$ cat src/rtl/req_arbiter_7seg_pkg.sv
// +----------------------------------------------------------------------------+
// | req_arbiter_7seg_pkg                                                       |
// | Shared state encoding and 7-segment constants for the request arbiter.     |
// | Revision: 1.0                                                              |
// +----------------------------------------------------------------------------+
`default_nettype none

package req_arbiter_7seg_pkg;

    typedef enum logic [1:0] {
        IDLE  = 2'd0,
        GRANT = 2'd1,
        GAP   = 2'd2
    } state_t;

    // gfedcba codes, element i shows digit i
    localparam logic [7:0][6:0] SEG_LUT = {
        7'b0000111,   // 7
        7'b1111101,   // 6
        7'b1101101,   // 5
        7'b1100110,   // 4
        7'b1001111,   // 3
        7'b1011011,   // 2
        7'b0000110,   // 1
        7'b0111111    // 0
    };

    localparam logic [6:0] SEG_BLANK = 7'b0000000;

    function automatic logic [7:0] onehot8(input logic [2:0] idx);
        return 8'b1 << idx;
    endfunction

endpackage

`default_nettype wire

$ cat src/rtl/req_arbiter_7seg_prio.sv
// +----------------------------------------------------------------------------+
// | rr_priority_encoder_8                                                      |
// | Combinational 8-way priority search starting at a given index, downward.   |
// | Revision: 1.0                                                              |
// +----------------------------------------------------------------------------+
`default_nettype none

module rr_priority_encoder_8 (
    input  logic [7:0] req,
    input  logic [2:0] start,
    input  logic       rr_mode,
    output logic [2:0] winner,
    output logic       any
);

    logic [2:0]  w_start;
    logic [15:0] w_dbl;
    logic [7:0]  w_rot;
    logic [2:0]  w_pos;

    assign w_start = rr_mode ? start : 3'd7;

    // Rotate so that index w_start lands on bit 7, the top of the fixed search
    assign w_dbl = {req, req} >> ({1'b0, w_start} + 4'd1);
    assign w_rot = w_dbl[7:0];

    always_comb begin
        w_pos = 3'd0;
        for (int i = 0; i < 8; i++) begin
            if (w_rot[i]) begin
                w_pos = 3'(i);
            end
        end
    end

    assign winner = w_pos + w_start + 3'd1;
    assign any    = |req;

endmodule

`default_nettype wire

$ cat src/rtl/req_arbiter_7seg.sv
// +----------------------------------------------------------------------------+
// | req_arbiter_7seg                                                           |
// | 8-requester arbiter with hold limit, GAP cycle and 7-segment owner display.|
// | Revision: 1.0                                                              |
// +----------------------------------------------------------------------------+
`default_nettype none

module req_arbiter_7seg #(
    parameter int HOLD_W = 4
) (
    input  logic              clk,
    input  logic              rst,
    input  logic [7:0]        req,
    input  logic              rr_mode,
    input  logic [HOLD_W-1:0] hold_limit,
    output logic [7:0]        gnt,
    output logic              gnt_valid,
    output logic [6:0]        segments,
    output logic              no_grant
);

    import req_arbiter_7seg_pkg::*;

    state_t            r_state;
    logic [2:0]        r_last_owner;
    logic [HOLD_W-1:0] r_hold_cnt;

    logic [2:0] w_start;
    logic [2:0] w_winner;
    logic       w_any;
    logic       w_others;
    logic       w_limit_hit;
    logic       w_release;

    assign w_start = r_last_owner - 3'd1;

    rr_priority_encoder_8 u_prio (
        .req     (req),
        .start   (w_start),
        .rr_mode (rr_mode),
        .winner  (w_winner),
        .any     (w_any)
    );

    // r_hold_cnt counts cycles already granted, so a limit of N allows N cycles
    assign w_others    = |(req & ~gnt);
    assign w_limit_hit = (hold_limit != '0) && (r_hold_cnt >= hold_limit) && w_others;
    assign w_release   = !req[r_last_owner] || w_limit_hit;

    always_ff @(posedge clk or posedge rst) begin
        if (rst) begin
            r_state      <= IDLE;
            r_last_owner <= 3'd0;
            r_hold_cnt   <= '0;
            gnt          <= 8'h00;
            gnt_valid    <= 1'b0;
            segments     <= SEG_BLANK;
            no_grant     <= 1'b1;
        end else begin
            case (r_state)
                GRANT: begin
                    if (r_hold_cnt != '1) begin
                        r_hold_cnt <= r_hold_cnt + HOLD_W'(1);
                    end
                    if (w_release) begin
                        r_state   <= GAP;
                        gnt       <= 8'h00;
                        gnt_valid <= 1'b0;
                        segments  <= SEG_BLANK;
                        no_grant  <= 1'b1;
                    end
                end
                default: begin
                    // IDLE and GAP arbitrate identically on the sampled requests
                    if (w_any) begin
                        r_state      <= GRANT;
                        r_last_owner <= w_winner;
                        r_hold_cnt   <= HOLD_W'(1);
                        gnt          <= onehot8(w_winner);
                        gnt_valid    <= 1'b1;
                        segments     <= SEG_LUT[w_winner];
                        no_grant     <= 1'b0;
                    end else begin
                        r_state   <= IDLE;
                        gnt       <= 8'h00;
                        gnt_valid <= 1'b0;
                        segments  <= SEG_BLANK;
                        no_grant  <= 1'b1;
                    end
                end
            endcase
        end
    end

endmodule

`default_nettype wire

$ cat config.mk
export PLATFORM = sky130hd
export DESIGN_NAME = req_arbiter_7seg
export DESIGN_NICKNAME = d
export VERILOG_FILES = /design/src/rtl/req_arbiter_7seg_pkg.sv /design/src/rtl/req_arbiter_7seg_prio.sv /design/src/rtl/req_arbiter_7seg.sv
export SDC_FILE = /design/constraint.sdc
export NUM_CORES = 1
export LEC_CHECK = 0
export BUFFER_PORTS_ARGS = -buffer_cell sky130_fd_sc_hd__buf_4
export CORE_MARGIN = 1
export CORE_UTILIZATION = 50
export DETAILED_ROUTE_END_ITERATION = 6
export PLACE_DENSITY_LB_ADDON = 0.2
export SLEW_MARGIN = 20
export SYNTH_ARGS = -nofsm -noshare
export SYNTH_HDL_FRONTEND = slang
export SYNTH_SLANG_ARGS = --single-unit
$ cat constraint.sdc
create_clock -name clk -period 7.75 [get_ports clk]
set_input_delay 1.1625 -clock clk [delete_from_list [all_inputs] [get_ports clk]]
set_output_delay 1.1625 -clock clk [all_outputs]
set_load 0.01 [all_outputs]
Word level (Yosys, flattened, before mapping)
Memories as Yosys holds them, arrays and structs flattened.
Cells that the tools add are included.
Cells by class
  add/subtract/negate cells: 5
  multiply operators: 0
  div/mod/pow operators: 0
  order comparisons: 3
  equality and inequality tests: 4
  shifts and indexed selects: 2
  mux-type cells: 29
  bitwise operators: 3
  reductions and logical operators: 10
Operator list (count)
  7-bit two-way mux: 4
  8-bit two-way mux: 3
  8-bit OR reduction: 2
  16-bit by 4-bit >> shifter with 8-bit output: 1
  3-bit two-way mux: 5
  4-bit two-way mux: 3
  1-bit two-way mux: 9
  8-bit bitwise AND: 1
  3-bit by 4-bit less-than comparator with 1-bit output (second input constant): 2
  2-bit two-way mux: 4
  8-bit inverter: 1
  1-bit by 3-bit left shift with 8-bit output (first input constant): 1
  3-bit by 1-bit adder with 4-bit output (second input constant): 1
  4-bit by 1-bit adder with 4-bit output (second input constant): 1
  4-bit >= comparator: 1
  2-bit inequality test (second input constant): 2
  4-bit inequality test (second input constant): 1
  2-bit AND reduction: 2
  4-bit nonzero test: 1
  3-bit by 1-bit adder with 3-bit output (second input constant): 1
  3-bit adder: 1
  1-bit binary-select mux with 3-bit select: 1
  3-bit by 1-bit subtractor with 3-bit output (second input constant): 1
  2-bit by 1-bit equality test with 1-bit output (second input constant): 1
  other kinds (5): 6
Storage, ports and cells
  register bits: 26
  bits in latches: 0
  memory bits (writable): 0
  memory bits (read-only): 56
  bits of input ports: 15
  output and inout port bits: 17
  memories: 1
Memories
  (name not given): words 8, bits a word 7, rd ports 1, clocked after Yosys merged registers in 0, wr ports 0, line req_arbiter_7seg.sv:81  | segments <= SEG_LUT[w_winner];

Logic depth before layout (Yosys ltp)
Gate-level depths: netlist of run 1.
  depth after elaboration: 17
  mapped depth: 20
  gate-level depth less buffers: 15

Modules after synthesis
Synthesis of run 1 repeated with hierarchy kept, for this count alone.
Second synthesis, totals
  cell total of the unflattened synthesis: 203
  area total of the unflattened synthesis: 2005.7 sq um
By module, submodules not included
  req_arbiter_7seg: instances 1, cells each 128, area each 1376.3 sq um, sequential area each 626.9 sq um
  rr_priority_encoder_8: instances 1, cells each 75, area each 629.4 sq um, sequential area each 0.0 sq um

Least setup slack after synthesis of run 1
OpenSTA, ideal clock, no wires.
  kind: reg-to-reg
  from: register r_last_owner[0]
  to: register gnt[3]
  setup time: 0.122 ns
  arrival: 3.755 ns
  slack: 3.874 ns
  stages on the path, launching flop included: 20
  buffers on the path: 5
  cells stage by stage: dfrtp_1 buf_6 buf_2 inv_1 ha_1 buf_6 and2_1 buf_6 buf_6 a211oi_1 a31oi_1 o2111a_1 o21ai_0 a21oi_1 ha_1 fa_1 xnor2_1 or3_4 and2_4 a32o_1
Between the ends
  cells in the longest elaborated chain, start to end: 16
RTL lines
  from (decl): line req_arbiter_7seg.sv:25  | logic [2:0] r_last_owner;
  from (signal assigned): line req_arbiter_7seg.sv:77  | r_last_owner <= w_winner;
  3-bit by 1-bit subtractor with 3-bit output: line req_arbiter_7seg.sv:35  | assign w_start = r_last_owner - 3'd1;
  3-bit two-way mux: line req_arbiter_7seg_prio.sv:21  | assign w_start = rr_mode ? start : 3'd7;
  3-bit by 1-bit adder with 4-bit output: line req_arbiter_7seg_prio.sv:24  | assign w_dbl = {req, req} >> ({1'b0, w_start} + 4'd1);
  16-bit by 4-bit >> shifter with 8-bit output: line req_arbiter_7seg_prio.sv:24
  1-bit two-way mux: line req_arbiter_7seg_prio.sv:30  | if (w_rot[i]) begin
  2-bit two-way mux (2 in series): line req_arbiter_7seg_prio.sv:30
  3-bit two-way mux (4 in series): line req_arbiter_7seg_prio.sv:30
  3-bit adder: line req_arbiter_7seg_prio.sv:36  | assign winner = w_pos + w_start + 3'd1;
  3-bit by 1-bit adder with 3-bit output: line req_arbiter_7seg_prio.sv:36
  1-bit by 3-bit left shift with 8-bit output: line req_arbiter_7seg_pkg.sv:31  | return 8'b1 << idx;
  8-bit two-way mux: line req_arbiter_7seg.sv:75  | if (w_any) begin
  8-bit two-way mux: line req_arbiter_7seg.sv:60  | case (r_state)
  to (signal assigned): line req_arbiter_7seg.sv:79  | gnt <= onehot8(w_winner);
  to (decl): line req_arbiter_7seg.sv:16  | output logic [7:0] gnt,
Several ways; a longest one is shown, not always the timed one. The select of a mux whose other input is x is not followed.
A chain may end at the register's enable or synchronous reset.

Worst setup path after layout of run 1
Same ends and word-level chain as after synthesis.

==> results.md, run 1 <==
- Power density over cell area: 496 nW/um2
- Post-placement cell count: 282
- Yosys warning count: 0
- Crit path time final: roughly 4.5 ns
- Largest net degree at the start of global routing: 26
- Slew HR: 0.384
- Crit share post-route: 0.578
- Peak Freq: 223 MHz
- Chip Width: 63.4 um
- Max Cap Viol: 0
- Clock transition at the registers of the reported paths: 0.09 ns
- Clock Latency Late Sink: around 0.27 ns
- Non-filler instance count after layout: 286
- Drc violations: 0
- Share of layout cells above drive strength 1: 0.188
- Inserted Clock Buffers: 3
- Worst EP required: 7.91 ns
- Starting Density: 0.544
- Post-detailed-routing wire length: between 4 and 5 mm
- Overall power: about 1.1 mW
- Hold Path Class: flop to flop
- Clock Skew: 0.00219 ns
- DR vias/cell: 6.02
- CP max FO: 22
- Leakage power: ~1.1 nW
- Most used DFF post-synth: dfrtp_1
- CTS resizes: 0
- Routed wire per std cell: 15.8 um
- Final net count: 271
- Seq cells post-synth: 25
- I/O pin cnt: 32
- Synth Cell Area: around 1900 um2
- Setup TNS: 0 ns
- Final Util: 0.622
- Critical Path Sink Type: flop
- Syn nets: 244
- RePlAce Congestion: about 0.96
- RSZ-0062 raised after global routing: false
- Htree depth: 1
- Slowest Stage Delay on Critical Path: around 0.8 ns
- Core area: 3470 um2
- Die area: 4020 um2
- Die height: 63.4 um
- Worst-Margin Slew: about 0.92 ns
- Synth async-reset ratio: 1.00
- Peak VDD IR: around 0.00033 V
- Initial antenna violation count: 0
- Pins Over Slew Limit: 0
- Final Setup Violations: 0
- Post-CTS setup buffer count: 0
- Grt total ovfl: 0
- Post-route ant nets: 0
- Startpoint type of the worst setup path: flop
- Vias in the first global route: 1,677
- Outcome: finished clean
- DRT Pass-1 Iters: 4
- Crit path DAT: 4.63 ns
- Worst path cell trace: inv_1 > ha_1 > and2_1 > a211oi_1 > a211oi_1 > a31oi_1 > o2111a_1 > o21ai_0 > a21oi_1 > ha_1 > fa_1 > xnor2_1 > or3_4 > and2_4 > a32o_1
- CP delay by family, top: compound AO/OA/AOI/OAI gates
- Count of hold-fix buffers inserted at cts: 0
- Post-synthesis sequential area ratio: 0.332
- Bufs on Longest Clock Path: 2
- Synth-to-layout area growth: 14.5%
- Post-DP HPWL: between 3 and 4 mm
- Worst path slowest cell: dfrtp_1
- Synthesized area per cell: 8.81 um2
- PortBufs: 31
- Crit path buf inv count: 1
- Number of synthesized flops with an enable pin: 0
- Routed via count: 1,721
- Setup CP Type: flop to flop
- CTS tree: yes
- Final count of hold timing violations: 0
- Total GRT Usage: 0.238
- Drt first-iter violations: 73
- Netlist cell types: 48
- Clock sinks: 25
- Antenna diodes: 0
- Post-Syn Instances: about 210
- Root Driver: clkbuf_8
- First-pass GRT wire length: 7.62 mm
- Row count: 21
==> worst min-delay path, cell delays in order, from the launching register on <==
cell and delay [ns]:
dfstp_2 0.38, inv_1 0.04, a21oi_1 0.05
==> per-stage QoR <==
stage / cell area, um2 / hold WS (ns) / setup slack [ns]
floorplan: 1890 / 0.467 / 3.87
global placement: 2110 / 0.451 / 3.42
detailed placement: 2110 / 0.450 / 3.35
CTS: 2160 / 0.464 / 3.32
global route: 2160 / 0.485 / 2.93
finish: 2160 / 0.462 / 3.27
==> where the power goes <==
group | total, mW | internal [mW] | leakage (nW) | switching, mW
registers | 0.246 | 0.192 | 0.312 | 0.0536
clock network | 0.0763 | 0.0359 | 0.0255 | 0.0403
logic | 0.748 | 0.312 | 0.722 | 0.435
==> sequential cells by signal, summed over array words and instances (netlist names) <==
| register | count |
|---|---|
| r_last_owner | 3 |
| r_hold_cnt | 4 |
| r_state | 2 |
| no_grant | 1 |
| gnt | 8 |
| segments | 7 |
==> synthesized netlist by cell type (3+ instances only) <==
cell type / count / share of area
nor4_1: 4 / 0.013
nor3_1: 4 / 0.011
xnor2_1: 3 / 0.014
dfrtp_1: 24 / 0.32
a211oi_1: 5 / 0.020
o21ai_0: 14 / 0.037
a21o_1: 3 / 0.012
inv_1: 20 / 0.040
o22ai_1: 4 / 0.013
buf_2: 3 / 0.0080
clkbuf_1: 3 / 0.0060
nand2_1: 34 / 0.068
ha_1: 14 / 0.093
and3_1: 4 / 0.013
nand2b_1: 3 / 0.010
o211ai_1: 4 / 0.016
nand3_1: 4 / 0.011
a211o_1: 4 / 0.019
o221ai_1: 5 / 0.023
buf_6: 4 / 0.024
mux2i_1: 4 / 0.021
nor2_1: 7 / 0.014
a21oi_1: 9 / 0.024
==> cell usage in the layout, fill, tap and decap left out, types with 2 or more instances in the layout <==
cell type / count
nand2_1: 34
xnor2_1: 3
a21oi_1: 9
o21ai_0: 14
and2_1: 2
ha_1: 14
nor4bb_1: 2
o221ai_1: 5
a211o_1: 4
buf_4: 32
nor2_1: 7
mux4_2: 2
a31oi_1: 2
dfrtp_1: 24
mux2i_1: 4
inv_1: 20
nor3_1: 4
nand2b_1: 3
a211oi_1: 5
o211ai_1: 4
o22ai_1: 4
nand3_1: 4
a22oi_1: 2
a21o_1: 3
nor4_1: 4
a32o_1: 2
clkbuf_8: 3
and3_1: 4
==> per-layer routing <==
layer  vias to the layer above  GRT usage  share of wire
met2                        54      0.407           0.50
met3                         2     0.0507          0.058
met5                         -          0              0
li1                        832          -              -
met1                       833      0.311           0.44
met4                         0     0.0398         0.0024
==> logic make-up after synthesis <==
group | after synthesis | share of synthesized area
buffers and inverters | 30 | 0.0776
flip-flops | 25 | 0.332
multiplexers | 7 | 0.0511
AND/OR/NAND/NOR | 70 | 0.181
adder cells (fa/ha/maj) | 15 | 0.104
AO/OA/AOI/OAI | 64 | 0.240
XOR/XNOR | 3 | 0.0139
==> final cells by class <==
cell class	count	area, um2
sequential	25	627
inverter	20	75.1
timing repair buffer	32	240
tap	46	57.6
clock inverter	1	5.00
clock buffer	3	41.3
fill	320	1310
multi-input combinational	159	1110
==> worst paths after layout <==
kind / slack [ns] / endpoint / startpoint / depth (start not counted)
min reg2reg: 0.46 / no_grant / no_grant / 2
max: 3.27 / gnt[3] / r_last_owner[0] / 15
min: 0.46 / no_grant / no_grant / 2
min in group asynchronous: 1.10 / r_state[0] / rst / 2
max in group asynchronous: 6.09 / gnt[5] / rst / 2
max reg2reg: 3.27 / gnt[3] / r_last_owner[0] / 15
No activity file was read; power rests on OpenSTA's default activity.
==> run 2: changes to the inputs <==
--- a/config.mk
+++ b/config.mk
@@ -5,6 +5,7 @@
 export SDC_FILE = /design/constraint.sdc
 export NUM_CORES = 1
 export LEC_CHECK = 0
+export ABC_AREA = 1
 export BUFFER_PORTS_ARGS = -buffer_cell sky130_fd_sc_hd__buf_4
 export CORE_MARGIN = 1
 export CORE_UTILIZATION = 50
==> constraint.sdc (replaced) <==
create_clock -name clk -period 4.3 [get_ports clk]
set_input_delay 0.645 -clock clk [delete_from_list [all_inputs] [get_ports clk]]
set_output_delay 0.645 -clock clk [all_outputs]
set_load 0.01 [all_outputs]
==> run 2 against run 1 <==
Against the previous run:
- sequential share of layout area down 0.23 points
- register-to-register slack got worse by 2.7 ns
- maximum frequency up 19%
- worst hold slack got worse by 0.0047 ns
- largest cell class unchanged
- largest power group unchanged
==> results.md, run 2 <==
- CTS resizes: 0 (unchanged)
- Worst-Margin Slew: 0.893 ns (-0.0303 ns)
- Clock Skew: 0.00839 ns (+0.00620 ns)
- Startpoint type of the worst setup path: flop
- Leakage power: 1.16 nW (+9.9%)
- Slew HR: 0.401 (+0.0172)
- Cell area after layout: 2180 um2 (+0.81%)
- Hold Path Class: input pin to asynchronous set/reset pin
- Synth area leaders: dfrtp_1, nand3_1, nand2_1, ha_1, inv_1
- Reg with most FFs: gnt
- Drc violations: 0 (unchanged)
- Initial antenna violation count: 0 (unchanged)
- Synth async-reset ratio: 1.00 (unchanged)
- Met1 usage in global routing: 0.319 (+0.00768)
- Worst r2r src: r_last_owner[0]
- Final count of hold timing violations: 0 (unchanged)
- Chip Width: 63.3 um (-0.20%)
- I/O pin cnt: 32 (unchanged)
- Netlist cell types: 29 (-40%)
- Clock Latency Late Sink: 0.27 ns (about the same)
- Clock transition at the registers of the reported paths: 0.09 ns (about the same)
- Setup CP Type: flop to flop
- GR peak layer: met2
- Commonest cells in the netlist: nand2_1, nand3_1, inv_1
- Crit share post-route: 0.876 (+0.298)
- RSZ-0062 raised after global routing: false
- Root Driver: clkbuf_8
- CP max FO: 14 (-36%)
- Final net count: 316 (+17%)
- Number of synthesized flops with an enable pin: 0 (unchanged)
- Clock sinks: 25 (unchanged)
- Largest net degree at the start of global routing: 26 (unchanged)
- Post-synthesis sequential area ratio: 0.334 (+0.00133)
- Post-detailed-routing wire length: 4.29 mm (-4.9%)
- Synthesized area per cell: 7.39 um2 (-16%)
- Synth top area share: 0.320 (+0.00127)
- RePlAce Congestion: 0.846 (-12%)
- DR vias/cell: 5.50 (-8.7%)
- Syn nets: 284 (+16%)
- Worst EP required: 4.45 ns (-3.46 ns)
- Placed cell area: 2130 um2 (+0.89%)
- Post-CTS setup buffer count: 0 (unchanged)
- Synth Cell Area: 1880 um2 (-0.40%)
- Critical Path Sink Type: flop
- Biggest regs: gnt x8, segments x7, r_hold_cnt x4
- Max FFs per register: 8 (unchanged)
- R2R depth: 19 (+4)
- Grt total ovfl: 0 (unchanged)
- Crit path time final: 3.77 ns (-0.709 ns)
- Starting Density: 0.541 (-0.00216)
- Outcome: finished clean
- Htree depth: 1 (unchanged)
- Routed wire per std cell: 12.9 um (-18%)
- Peak Freq: 265 MHz (+19%)
- Power density over cell area: 903 nW/um2 (+82%)
- Max Cap Viol: 0 (unchanged)
- Met3 usage in global routing: 0.0362 (-0.0145)
- M2 GR Usage: 0.390 (-0.0171)
- Inserted Clock Buffers: 3 (unchanged)
- Share of layout cells above drive strength 1: 0.175 (-0.0121)
- Final Util: 0.627 (+0.00505)
- Peak VDD IR: 0.000609 V (+87%)
- Pins Over Slew Limit: 0 (unchanged)
- Most used DFF post-synth: dfrtp_1
- Final Setup Violations: 0 (unchanged)
- Core area: 3470 um2 (unchanged)
- Yosys warning count: 0 (unchanged)
- Total GRT Usage: 0.234 (-0.00476)
- Bufs on Longest Clock Path: 2 (unchanged)
- Antenna diodes: 0 (unchanged)
- Most frequent cells in the layout: nand2_1, nand3_1, buf_4
- Routed via count: 1,819 (+5.7%)
- Commonest non-fill, non-tap cell in the layout: nand2_1
- PortBufs: 31 (unchanged)
- Post-Syn Instances: 254 (+19%)
- Vias in the first global route: 1,719 (+2.5%)
- Post-synth top area cell: dfrtp_1
- Most frequent cell after synthesis: nand2_1
- DRT Pass-1 Iters: 4 (unchanged)
- First-pass GRT wire length: 7.50 mm (-1.6%)
- Die area: 4000 um2 (-0.39%)
- Reg2reg end: segments[3]
- R2R Setup Slk: 0.53 ns (-2.74 ns)
- Post-DP HPWL: 3.30 mm (-1.4%)
- Crit path DAT: 3.92 ns (-0.71 ns)
- CTS tree: yes
- Setup TNS: 0 ns (unchanged)
- Synth-to-layout area growth: 15.9%
- Row count: 21 (unchanged)
- Die height: 63.3 um (-0.20%)
- Seq cells post-synth: 25 (unchanged)
- Drt first-iter violations: 149 (+100%)
- Post-route ant nets: 0 (unchanged)
- Count of hold-fix buffers inserted at cts: 0 (unchanged)
==> run 2: power breakdown <==
group	internal (mW)	switching (mW)	total (mW)
Combinational	0.512	0.888	1.40
Clock	0.0662	0.0698	0.136
Sequential	0.349	0.0795	0.429
==> run 2: kinds of logic after synthesis <==
group	Yosys count	synth area share
xor+xnor	2	0.00933
buf+inv	36	0.0839
simple gates	142	0.364
flops	25	0.334
fa+ha+maj	15	0.104
compound gates	34	0.105
==> run 2: final cells by class <==
cell class / instances / area (um2)
Sequential cell: 25 / 627
Inverter: 32 / 120
Fill cell: 345 / 1290
Tap cell: 46 / 57.6
Clock buffer: 4 / 45.0
Timing Repair Buffer: 31 / 233
Multi-Input combinational cell: 193 / 1090
==> run 2: worst max path at each step <==
| stage | depth (start not counted) | start | to | slack, ns |
|---|---|---|---|---|
| global placement | 19 | r_last_owner[0] | segments[3] | 0.63 |
| detailed placement | 19 | r_last_owner[0] | segments[3] | 0.61 |
| finish | 19 | r_last_owner[0] | segments[3] | 0.53 |
| CTS | 19 | r_last_owner[0] | segments[3] | 0.58 |
| global route | 19 | r_last_owner[0] | segments[3] | 0.10 |
| floorplan | 20 | r_last_owner[0] | segments[3] | 1.02 |
==> run 2: through the flow <==
step | hold slack (ns) | setup WS (ns) | total power [mW] | instances
3_3_place_gp | 0.461 | 0.632 | 1.83 | 327
5_1_grt | 0.510 | 0.104 | 2.21 | 331
2_1_floorplan | 0.474 | 1.02 | 1.50 | 254
4_1_cts | 0.482 | 0.576 | 1.98 | 331
6_report | 0.457 | 0.533 | 1.97 | 331
3_5_place_dp | 0.467 | 0.613 | 1.83 | 327
==> run 2: per-layer routing <==
metal  part of all wire  wire (um)
met3              0.058        248
met4             0.0072         31
met5                  0          0
met1               0.46       1970
met2               0.48       2040
==> run 2: critical path: stages, from the launching register on <==
cell	delay [ns]
dfrtp_1	0.63
inv_2	0.13
ha_1	0.33
nand2_2	0.14
clkinv_1	0.26
nand3_1	0.19
nand2_1	0.06
nor2_1	0.09
a31oi_1	0.06
nand2_1	0.08
nand2_1	0.05
a21oi_1	0.13
nor2_1	0.06
ha_1	0.18
fa_1	0.60
inv_1	0.14
ha_1	0.32
nand3_1	0.08
nand3_1	0.08
nand2_1	0.06
==> run 3: changes to the inputs <==
--- a/config.mk
+++ b/config.mk
@@ -5,7 +5,6 @@
 export SDC_FILE = /design/constraint.sdc
 export NUM_CORES = 1
 export LEC_CHECK = 0
-export ABC_AREA = 1
 export BUFFER_PORTS_ARGS = -buffer_cell sky130_fd_sc_hd__buf_4
 export CORE_MARGIN = 1
 export CORE_UTILIZATION = 50
@@ -14,4 +13,5 @@
 export SLEW_MARGIN = 20
 export SYNTH_ARGS = -nofsm -noshare
 export SYNTH_HDL_FRONTEND = slang
+export SYNTH_HIERARCHICAL = 1
 export SYNTH_SLANG_ARGS = --single-unit
==> run 3 against run 2 <==
Against the previous run:
- sequential share of layout area fell by 1.9 points
- register-to-register slack lost 0.31 ns
- die area is 6.6% higher
- worst hold slack better by 0.011 ns
- non-clock buffer count rose by 3
- worst setup slack worse by 0.31 ns
- highest routed layer unchanged
- core utilization decreased by 0.60 points
- maximum frequency fell by 7.7%
==> results.md, run 3 <==
- Commonest non-fill, non-tap cell in the layout: buf_4
- Worst-Margin Slew: 0.909 ns (+0.0158 ns)
- Vias in the first global route: 1,641 (-4.5%)
- Inserted Clock Buffers: 3 (unchanged)
- Seq cells post-synth: 25 (unchanged)
- PortBufs: 31 (unchanged)
- CTS resizes: 0 (unchanged)
- Bufs on Longest Clock Path: 2 (unchanged)
- Crit path buf inv count: 2 (-1)
- Max FFs per register: 8 (unchanged)
- Worst EP required: 4.47 ns (+0.02 ns)
- Final count of hold timing violations: 0 (unchanged)
- Synth-to-layout area growth: 16.0% (about the same)
- Clock Latency Late Sink: 0.28 ns (about the same)
- Share of layout cells above drive strength 1: 0.266 (+0.0907)
- Synth top area share: 0.299 (-0.0203)
- Row count: 22 (+4.8%)
- Die area: 4270 um2 (+6.6%)
- Chip Width: 65.3 um (+3.2%)
- Syn nets: 232 (-18%)
- Post-synthesis sequential area ratio: 0.313 (-0.0212)
- Core area: 3740 um2 (+7.9%)
- Outcome: finished clean
- Routed wire per std cell: 16.7 um (+29%)
- CP max FO: 6 (-8)
- Die height: 65.3 um (+3.2%)
- Biggest regs: gnt x8, segments x7, r_hold_cnt x4
- Worst path slowest cell: or4_4
- Post-Syn Instances: 203 (-20%)
- Starting Density: 0.536 (-0.00572)
- Part of the power in registers: 0.192 (-0.026)
- Stages on worst setup path: 19 (unchanged)
- Most used DFF post-synth: dfrtp_1
- Sw power: 1.02 mW (-2.0%)
- Grt total ovfl: 0 (unchanged)
- Netlist cell types: 56 (+93%)
- Setup CP Type: flop to flop
- Internal power: 1.10 mW (+19%)
- Post-route ant nets: 0 (unchanged)
- First-pass GRT wire length: 7.71 mm (+2.8%)
- Slew HR: 0.393 (-0.00752)
- Power density over cell area: 911 nW/um2 (+0.85%)
- Overall power: 2.12 mW (+7.8%)
- Htree depth: 1 (unchanged)
- Hold path cells: 2
- Initial antenna violation count: 0 (unchanged)
- I/O pin cnt: 32 (unchanged)
- Clock transition at the registers of the reported paths: 0.09 ns (about the same)
- Leakage power: 1.14 nW (-1.9%)
- Routed via count: 1,692 (-7.0%)
- Total GRT Usage: 0.234 (+0.000764)
- Startpoint type of the worst setup path: flop
- Yosys warning count: 6 (+6)
- Max Cap Viol: 0 (unchanged)
- Final net count: 263 (-17%)
- Clock sinks: 25 (unchanged)
- DP Worst Slack: 0.162 ns (-0.451 ns)
- Switch share: 0.480 (-0.0483)
- Most frequent cells in the layout: buf_4, inv_1, dfrtp_1
- Setup ws final: 0.219 ns (-0.314 ns)
- Crit-path most repeated cell: ha_1
- Clock network power share: 0.067 (-0.002)
- Commonest cells in the netlist: inv_1, dfrtp_1, nand2_1
- R2R depth: 19 (unchanged)
- Synthesized area per cell: 9.88 um2 (+34%)
- Synth async-reset ratio: 1.00 (unchanged)
- Largest net degree at the start of global routing: 26 (unchanged)
- Reg with most FFs: gnt
- CTS tree: yes
- Peak Freq: 245 MHz (-7.7%)
- Worst path cell trace: inv_1 > ha_1 > xor2_1 > nand2b_2 > nor2_1 > a311o_1 > o311a_1 > o21ai_0 > nand2_1 > a21boi_0 > ha_1 > inv_1 > ha_1 > or4_4 > nand3_2 > xnor2_2 > nor2_1 > o21bai_1 > a22o_1
- Final Util: 0.621 (-0.00602)
- Root Driver: clkbuf_8
- Critical Path Sink Type: flop
- Drt first-iter violations: 171 (+15%)
- Drc violations: 0 (unchanged)
- Slowest Stage Delay on Critical Path: 0.54 ns (-0.09 ns)
- Clock Skew: 0.00649 ns (-0.00190 ns)
- Crit share post-route: 0.949 (+0.0730)
- Post-detailed-routing wire length: 4.70 mm (+9.6%)
- Post-DP HPWL: 3.45 mm (+4.7%)
- Gate power share: 0.741 (+0.028)
- Crit path DAT: 4.25 ns (+0.33 ns)
- CP delay by family, top: compound AO/OA/AOI/OAI gates
- Synth area leaders: dfrtp_1, ha_1, mux4_1, inv_1, mux4_2
- Post-CTS setup buffer count: 0 (unchanged)
- Crit path time final: 4.08 ns (+0.314 ns)
- Synth Cell Area: 2010 um2 (+6.8%)
- Count of hold-fix buffers inserted at cts: 0 (unchanged)
- Post-synth top area cell: dfrtp_1
- Hold Path Class: flop to flop
- Final Setup Violations: 0 (unchanged)
- Pins Over Slew Limit: 0 (unchanged)
- Number of synthesized flops with an enable pin: 0 (unchanged)
- DRT Pass-1 Iters: 4 (unchanged)
- RePlAce Congestion: 0.920 (+8.8%)
- Antenna diodes: 0 (unchanged)
- Peak VDD IR: 0.000466 V (-23%)
- Most frequent cell after synthesis: inv_1
- DR vias/cell: 6.02 (+9.6%)
[run 3: changes by cell type in the layout (fill, tap and decap cells not counted), sizes merged, moves of 7 or more]
cell / delta
mux4: +8
nor2: -8
nand3: -50
a22o: +8
o21ai: -9
nand2: -54
a21oi: +7
[run 3: power groups by stage]
stage | sequential, mW | clock [mW] | combinational [mW]
2_1_floorplan | 0.419 | 0 | 1.15
3_3_place_gp | 0.408 | 0 | 1.50
3_5_place_dp | 0.411 | 0 | 1.52
4_1_cts | 0.406 | 0.145 | 1.53
5_1_grt | 0.416 | 0.153 | 1.74
6_report | 0.406 | 0.142 | 1.57
[run 3: cells by family after synthesis]
logic type | count (synthesis) | synth area share
XOR/XNOR | 3 | 0.0131
AO/OA/AOI/OAI | 62 | 0.238
AND/OR/NAND/NOR | 48 | 0.131
adder cells (fa/ha/maj) | 14 | 0.0873
buffers and inverters | 35 | 0.0786
multiplexers | 16 | 0.139
flip-flops | 25 | 0.313
[run 3: final cells by class]
type / count / area [um2]
fill: 323 / 1420
multi-input combinational: 143 / 1230
inverter: 27 / 101
timing repair buffer: 34 / 255
clock inverter: 1 / 7.51
clock buffer: 3 / 41.3
tap: 48 / 60.1
sequential: 25 / 627
[run 3: final timing paths]
path | startpoint | to | slack, ns
worst max-delay path | r_last_owner[0] | segments[0] | 0.22
worst min-delay path | no_grant | no_grant | 0.47
worst max register to register | r_last_owner[0] | segments[0] | 0.22
worst min register to register | no_grant | no_grant | 0.47
max in group asynchronous | rst | gnt[5] | 3.18
min in group asynchronous | rst | r_hold_cnt[1] | 0.56
[run 3: metal layers]
layer	vias to the layer above	wire length [um]	share of wire	global-route usage
met5	-	0	0	0
met4	0	70	0.015	0.0734
met3	7	276	0.059	0.0174
met2	63	2260	0.48	0.384
met1	801	2090	0.45	0.329
li1	821	-	-	-
[run 3: worst min-delay path, delay by kind of cell, from the launching register on]
kind,cells,cell delay (ns)
DFF,1,0.38
AOI/OAI and AO/OA,1,0.05
buffers and inverters,1,0.04
[run 3: stage by stage]
stage	area, um2	instances	hold WS [ns]	setup TNS [ns]
6_report	2330	281	0.469	0
5_1_grt	2330	281	0.506	-0.0536
4_1_cts	2310	281	0.472	0
3_5_place_dp	2260	277	0.451	0
3_3_place_gp	2260	277	0.449	0
2_1_floorplan	2010	203	0.467	0
